<file path="src/rtl/prach_pkg.sv">
// Shared types for the PRACH receive-side lane bus.
//   NumLane      : antenna lanes carried per TDM beat
//   sample_t     : one signed 16-bit I or Q sample
//   lane_vec_t   : one sample per lane, packed
//   fifo_entry_t : buffered capture {re lanes, im lanes, start-of-frame}
//   sync_state_t : frame/channel tracker states
//   chn_next     : channel tag increment modulo the frame length
package prach_pkg;

    localparam int unsigned NumLane = 3;
    localparam int unsigned SampleW = 16;
    localparam int unsigned ChnW    = 8;

    typedef logic signed [SampleW-1:0] sample_t;
    typedef sample_t [NumLane-1:0]      lane_vec_t;

    typedef struct packed {
        lane_vec_t re;
        lane_vec_t im;
        logic      sof;
    } fifo_entry_t;

    typedef enum logic {
        ST_UNSYNC = 1'b0,
        ST_SYNCED = 1'b1
    } sync_state_t;

    function automatic logic [ChnW-1:0] chn_next(input logic [ChnW-1:0] chn,
                                                 input int unsigned     n_chn);
        if (32'(chn) + 32'd1 >= n_chn) begin
            return '0;
        end
        return chn + ChnW'(1);
    endfunction

endpackage

</file>
<file path="src/rtl/prach_sfifo.sv">
// Single-clock first-word-fall-through FIFO with a registered head.
//   clk, rst_n : clock, synchronous active-low reset
//   push       : write push_data (ignored when full unless pop in same cycle)
//   push_data  : write data
//   pop        : consume the presented head (ignored when empty)
//   pop_data   : head entry; holds its last value while empty
//   full       : DEPTH entries held (storage plus head)
//   empty      : no head presented
//   count      : entries held, including the head
module prach_sfifo #(
    parameter int unsigned WIDTH = 8,
    parameter int unsigned DEPTH = 16
) (
    input  logic                     clk,
    input  logic                     rst_n,
    input  logic                     push,
    input  logic [WIDTH-1:0]         push_data,
    input  logic                     pop,
    output logic [WIDTH-1:0]         pop_data,
    output logic                     full,
    output logic                     empty,
    output logic [$clog2(DEPTH):0]   count
);

    localparam int unsigned AW = $clog2(DEPTH);

    logic [WIDTH-1:0] mem [DEPTH];
    logic [AW-1:0]    wr_ptr;
    logic [AW-1:0]    rd_ptr;
    logic [AW:0]      mem_cnt;
    logic             head_valid;
    logic             pop_do;
    logic             push_do;
    logic             head_load;

    assign count = mem_cnt + {{AW{1'b0}}, head_valid};
    assign empty = !head_valid;

    // A write lands in storage first and reaches the head on a later edge,
    // giving the one-cycle write-to-valid latency; the head refills from
    // storage on the same edge it is popped, so throughput stays 1/cycle.
    always_comb begin
        pop_do    = pop && head_valid;
        full      = (count == (AW+1)'(DEPTH));
        push_do   = push && (!full || pop_do);
        head_load = (mem_cnt != '0) && (!head_valid || pop_do);
    end

    always_ff @(posedge clk) begin
        if (push_do) begin
            mem[wr_ptr] <= push_data;
        end
    end

    always_ff @(posedge clk) begin
        if (!rst_n) begin
            wr_ptr     <= '0;
            rd_ptr     <= '0;
            mem_cnt    <= '0;
            head_valid <= 1'b0;
            pop_data   <= '0;
        end else begin
            if (push_do) begin
                wr_ptr <= wr_ptr + AW'(1);
            end
            case ({push_do, head_load})
                2'b10:   mem_cnt <= mem_cnt + (AW+1)'(1);
                2'b01:   mem_cnt <= mem_cnt - (AW+1)'(1);
                default: mem_cnt <= mem_cnt;
            endcase
            if (head_load) begin
                pop_data   <= mem[rd_ptr];
                rd_ptr     <= rd_ptr + AW'(1);
                head_valid <= 1'b1;
            end else if (pop_do) begin
                head_valid <= 1'b0;
            end
        end
    end

endmodule

</file>
<file path="src/rtl/prach_chn_extract.sv">
// Extracts one channel of the PRACH antenna-lane TDM bus into a stream.
//   clk, rst_n      : clock, synchronous active-low reset
//   din_dr/din_di   : lane I/Q samples of the current beat
//   din_dv          : beat valid; nothing else is looked at when low
//   din_chn         : channel tag of the beat
//   sync_in         : frame start marker (with din_dv)
//   ctrl_en         : capture enable, applied per beat
//   ctrl_chn        : channel to extract, latched on each frame start
//   stat_clr        : clears the sticky flags
//   dout_dr/dout_di : extracted lane samples (FWFT head)
//   dout_valid      : head present
//   dout_ready      : downstream accepts the head
//   dout_sof        : head is the first capture of a frame
//   stat_overflow   : sticky, capture dropped on a full FIFO
//   stat_seq_err    : sticky, channel sequence broken
//   stat_frame_cnt  : accepted frame starts, wrapping
module prach_chn_extract
    import prach_pkg::*;
#(
    parameter int unsigned N_CHN = 8,
    parameter int unsigned DEPTH = 16
) (
    input  logic                             clk,
    input  logic                             rst_n,
    input  logic [NumLane-1:0][SampleW-1:0]  din_dr,
    input  logic [NumLane-1:0][SampleW-1:0]  din_di,
    input  logic                             din_dv,
    input  logic [ChnW-1:0]                  din_chn,
    input  logic                             sync_in,
    input  logic                             ctrl_en,
    input  logic [ChnW-1:0]                  ctrl_chn,
    input  logic                             stat_clr,
    output logic [NumLane-1:0][SampleW-1:0]  dout_dr,
    output logic [NumLane-1:0][SampleW-1:0]  dout_di,
    output logic                             dout_valid,
    input  logic                             dout_ready,
    output logic                             dout_sof,
    output logic                             stat_overflow,
    output logic                             stat_seq_err,
    output logic [15:0]                      stat_frame_cnt
);

    sync_state_t      state_q;
    sync_state_t      state_d;
    logic [ChnW-1:0]  exp_chn_q;
    logic [ChnW-1:0]  lat_chn_q;
    logic             sof_pend_q;
    logic [15:0]      frame_cnt_q;
    logic             ovf_q;
    logic             seq_q;

    logic             accept;
    logic             sync_acc;
    logic             seq_err_set;
    logic [ChnW-1:0]  cap_chn;
    logic             cap_hit;
    logic             pop;
    logic             push_ok;
    logic             ovf_set;
    fifo_entry_t      wr_entry;
    fifo_entry_t      head;
    logic             fifo_full;
    logic             fifo_empty;
    // Occupancy is not needed here; fullness comes from fifo_full.
    logic [$clog2(DEPTH):0] fifo_cnt_unused;

    always_ff @(posedge clk) begin
        if (!rst_n) begin
            state_q <= ST_UNSYNC;
        end else begin
            state_q <= state_d;
        end
    end

    always_comb begin
        state_d     = state_q;
        accept      = 1'b0;
        sync_acc    = 1'b0;
        seq_err_set = 1'b0;
        if (din_dv) begin
            case (state_q)
                ST_UNSYNC: begin
                    if (sync_in && (din_chn == '0)) begin
                        state_d  = ST_SYNCED;
                        accept   = 1'b1;
                        sync_acc = 1'b1;
                    end else if (sync_in) begin
                        seq_err_set = 1'b1;
                    end
                end
                ST_SYNCED: begin
                    // A chn-0 sync always restarts the frame, even mid-frame.
                    if (sync_in && (din_chn == '0)) begin
                        accept   = 1'b1;
                        sync_acc = 1'b1;
                    end else if (!sync_in && (din_chn == exp_chn_q)) begin
                        accept = 1'b1;
                    end else begin
                        seq_err_set = 1'b1;
                        state_d     = ST_UNSYNC;
                    end
                end
                default: state_d = ST_UNSYNC;
            endcase
        end
    end

    // The sync beat captures against the channel being latched on that beat.
    always_comb begin
        cap_chn      = sync_acc ? ctrl_chn : lat_chn_q;
        cap_hit      = accept && ctrl_en && (din_chn == cap_chn)
                       && (32'(cap_chn) < N_CHN);
        pop          = dout_valid && dout_ready;
        push_ok      = cap_hit && (!fifo_full || pop);
        ovf_set      = cap_hit && !push_ok;
        wr_entry.re  = din_dr;
        wr_entry.im  = din_di;
        wr_entry.sof = sync_acc || sof_pend_q;
    end

    always_ff @(posedge clk) begin
        if (!rst_n) begin
            exp_chn_q   <= '0;
            lat_chn_q   <= '0;
            sof_pend_q  <= 1'b0;
            frame_cnt_q <= '0;
            ovf_q       <= 1'b0;
            seq_q       <= 1'b0;
        end else begin
            if (sync_acc) begin
                exp_chn_q   <= chn_next('0, N_CHN);
                lat_chn_q   <= ctrl_chn;
                frame_cnt_q <= frame_cnt_q + 16'd1;
            end else if (accept) begin
                exp_chn_q <= chn_next(exp_chn_q, N_CHN);
            end
            // A dropped capture keeps sof pending for the next one.
            if (push_ok) begin
                sof_pend_q <= 1'b0;
            end else if (sync_acc) begin
                sof_pend_q <= 1'b1;
            end
            if (ovf_set) begin
                ovf_q <= 1'b1;
            end else if (stat_clr) begin
                ovf_q <= 1'b0;
            end
            if (seq_err_set) begin
                seq_q <= 1'b1;
            end else if (stat_clr) begin
                seq_q <= 1'b0;
            end
        end
    end

    prach_sfifo #(
        .WIDTH ($bits(fifo_entry_t)),
        .DEPTH (DEPTH)
    ) u_fifo (
        .clk       (clk),
        .rst_n     (rst_n),
        .push      (cap_hit),
        .push_data (wr_entry),
        .pop       (pop),
        .pop_data  (head),
        .full      (fifo_full),
        .empty     (fifo_empty),
        .count     (fifo_cnt_unused)
    );

    assign dout_valid     = !fifo_empty;
    assign dout_dr        = head.re;
    assign dout_di        = head.im;
    assign dout_sof       = head.sof;
    assign stat_overflow  = ovf_q;
    assign stat_seq_err   = seq_q;
    assign stat_frame_cnt = frame_cnt_q;

endmodule

</file>
<file path="config.mk">
export PLATFORM = sky130hd
export DESIGN_NAME = prach_chn_extract
export DESIGN_NICKNAME = d
export VERILOG_FILES = /design/src/rtl/prach_pkg.sv /design/src/rtl/prach_sfifo.sv /design/src/rtl/prach_chn_extract.sv
export SDC_FILE = /design/constraint.sdc
export NUM_CORES = 2
export LEC_CHECK = 0
export CAP_MARGIN = 20
export CORE_MARGIN = 4
export CORE_UTILIZATION = 60
export DETAILED_ROUTE_END_ITERATION = 16
export PLACE_DENSITY_LB_ADDON = 0.12
export SLEW_MARGIN = 25
export SYNTH_ARGS = -nofsm -noshare
export SYNTH_HDL_FRONTEND = slang
export SYNTH_SLANG_ARGS = --single-unit
</file>
<file path="constraint.sdc">
create_clock -name clk -period 6.6 [get_ports clk]
set_input_delay 0.99 -clock clk [delete_from_list [all_inputs] [get_ports clk]]
set_output_delay 0.99 -clock clk [all_outputs]
set_load 0.02 [all_outputs]
</file>
==> metrics <==
Worst-path clk slew=60 ps; setup ws final=1981 ps; status=complete, no violations; worst endpoint required time=7290 ps; drt wl/cell=29.99 um; syn_area_per_cell=22.10 sq um; Worst R2R Setup Slack=2650 ps; Crit. End Element=flip-flop; share of cells above drive strength 1=24.76%; Longest Clk Path Bufs=3; area grow syn2layout=15.08%; overall power=0.02709 W; Multi-input gate area=0.01382 sq mm; total internal power=0.02007 W; Cells after Synth=2894; post-synthesis sequential area ratio=77.48%; Final Setup Violations=0; GP Congestion=0.8559; Critical Path End=u_fifo.mem_cnt[4]; Worst Setup Path Type=in -> reg; register share of total power=45.6%; clk_skew=23.45 ps; min Tclk post-route=4619 ps; # port buffers=234; global-route wire length before repair=213.8 mm; VDD IR max=0.3105 mV; Synth Flop Type=edfxtp_1; clk root buf=clkbuf_16; Seq. cell area=0.04956 sq mm; compound-cell area share of the yosys netlist=1.278%; setup TNS=0 ps; via count=30700; final hold viol count=0; Overflow after GRT=0; CTS tree=yes; Worst Setup SP=din_chn[3]; Post-route DRC=0; Worst R2R End=u_fifo.mem_cnt[4]; Final Max Slew Viols=0; DR vias/cell=6.471; IO Count=235; Synth Register Bits=1699; Initial DRC Count=3384; PD cells=368.1 mW/mm^2; crit path max fanout=18; worst-margin pin slew=1145 ps; Synth Area in XOR/XNOR=0.3561%; setup bufs post-CTS=0; Comb pwr share=20.6%; post_cts resized=0; pre-CTS WS=1257 ps; Post-DP HPWL=79.93 mm; clk_lat worst skew=760 ps; Unique masters post-synth=49; Hold Path Class=reg -> reg; vias in the first global route=32090; adder-cell share of the synthesized area=0.3052%; die width=334.5 um; Syn Nets=3028; Max-slew headroom=23.70%; Switching Share=25.90%; Synth Warn #=0; NumNets Final=3340; Syn Std Cell Area=0.06395 sq mm; Post-DRT Antenna Nets=0; Fillers=6265; Overall Global Routing Usage=26.02%; largest family of logic cells by synthesized area=multiplexers; die area=0.1119 sq mm; initial core utilization=60.58%; mux contribution to synthesized area=17.11%; async set or reset register ratio after synthesis=0%; final wirelength=142.3 mm; most frequent cells in the layout=1552 x edfxtp_1, 485 x mux4_2, 233 x clkdlybuf4s50_1; critical path arrival=5310 ps; antenna violations before repair=11; most common cell after layout, fill and taps aside=edfxtp_1; Leak=22.60 nW; worst r2r src=lat_chn_q[1]; RSZ-0062 raised after global routing=no; CTS sink cnt=1699; Simple-Gate Fraction of Synth Area=2.416%; # H-tree levels=4; Pre-Repair DR Iteration Count=5; Row Count=119; crit start category=input port; reg2reg path depth=13; highest clock rate=216.5 MHz; max cap viols=0; Num CTS Buffers=164; Core ar.=0.1056 sq mm; Core Util, Final=69.72%; largest net degree at the start of global routing=164; hold_buf cts=0; DIE HEIGHT=334.5 um; Clock power frac=33.8%; number of synthesized flops with an enable pin=1552; period utilization=69.98%; Psw=0.007016 W
## critical path, stage by stage
cell and delay, ps:
clkdlybuf4s50_1 530, nor4_4 440, o2111ai_2 190, nor4_2 440
a31oi_2 260, nor2_2 670, inv_1 100, ha_1 300
fa_1 440, a21o_1 190, a21oi_1 180, xor2_1 100
or3_1 330, a21oi_1 140
## worst min path at each step
stage / start / end / slack (ps) / cells past startpoint
after global routing: u_fifo.pop_data[89] / u_fifo.pop_data[89] / 470 / 2
after floorplan: lat_chn_q[6] / lat_chn_q[6] / 430 / 2
after CTS: u_fifo.pop_data[50] / u_fifo.pop_data[50] / 460 / 2
final: u_fifo.pop_data[50] / u_fifo.pop_data[50] / 460 / 2
after detailed placement: u_fifo.pop_data[34] / u_fifo.pop_data[34] / 450 / 2
after global placement: lat_chn_q[4] / lat_chn_q[4] / 440 / 2
## flip-flops by register name, indices dropped and copies added (netlist names)
name and count:
u_fifo.mem 1552, u_fifo.pop_data 97, stat_frame_cnt 16, exp_chn_q 8
lat_chn_q 8, u_fifo.mem_cnt 5, u_fifo.rd_ptr 4, u_fifo.wr_ptr 4
sof_pend_q 1, stat_overflow 1, stat_seq_err 1, state_q 1
u_fifo.head_valid 1
## logic make-up after synthesis
logic type	count (synthesis)
compound gates	152
flops	1699
xor+xnor	26
mux	487
simple gates	344
fa+ha+maj	15
buf+inv	171
## cells in the mapped netlist, drive strengths merged (3+ instances only)
cell | n | area share (%)
edfxtp | 1552 | 73
mux4 | 485 | 17
nand2 | 222 | 1.3
dfxtp | 147 | 4.6
o21ai | 108 | 0.85
clkbuf | 103 | 0.62
buf | 52 | 0.34
nor2 | 32 | 0.19
a21oi | 28 | 0.22
and3 | 20 | 0.20
xor2 | 19 | 0.26
inv | 15 | 0.088
ha | 14 | 0.27
nand4 | 10 | 0.098
nand3 | 9 | 0.070
or3 | 9 | 0.088
and2 | 8 | 0.078
nand2b | 8 | 0.078
xnor2 | 7 | 0.096
nor2b | 6 | 0.059
nor4 | 6 | 0.092
or4 | 5 | 0.059
a31oi | 3 | 0.039
nor3 | 3 | 0.023
nor3b | 3 | 0.035
## power groups by stage
stage / registers (W) / logic [W] / clock network [W]
final: 0.0123 / 0.00558 / 0.00916
after global routing: 0.0124 / 0.00593 / 0.00977
after CTS: 0.0124 / 0.00566 / 0.00929
after detailed placement: 0.0126 / 0.00561 / 0
after global placement: 0.0126 / 0.00557 / 0
after floorplan: 0.0127 / 0.00348 / 0
## cell type report
type	instances	share of cell area, %
Tap cell	1391	2.365
Timing Repair Buffer	301	4.235
Antenna cell	5	0.01700
Sequential cell	1699	67.34
Clock buffer	204	5.948
Clock inverter	104	1.236
Inverter	16	0.08160
Multi-Input combinational cell	1024	18.78
## per-layer routing
| metal | vias up | part of all wire [%] | GRT usage (%) |
|---|---|---|---|
| met5 | - | 0.040 | 0 |
| met4 | 8 | 2.2 | 6.973 |
| met3 | 215 | 7.0 | 4.357 |
| met2 | 1349 | 51 | 43.39 |
| met1 | 16470 | 40 | 36.66 |
| li1 | 12660 | - | - |
## through the flow
stage	instance area [sq um]	std cells	hold WS, ps
global route	73590	4742	468.0
finish	73600	4744	455.5
global placement	68250	4429	444.0
floorplan	63950	2894	426.8
detailed placement	68270	4430	449.9
CTS	73550	4738	459.0
Power figures use the tool's default switching activity.
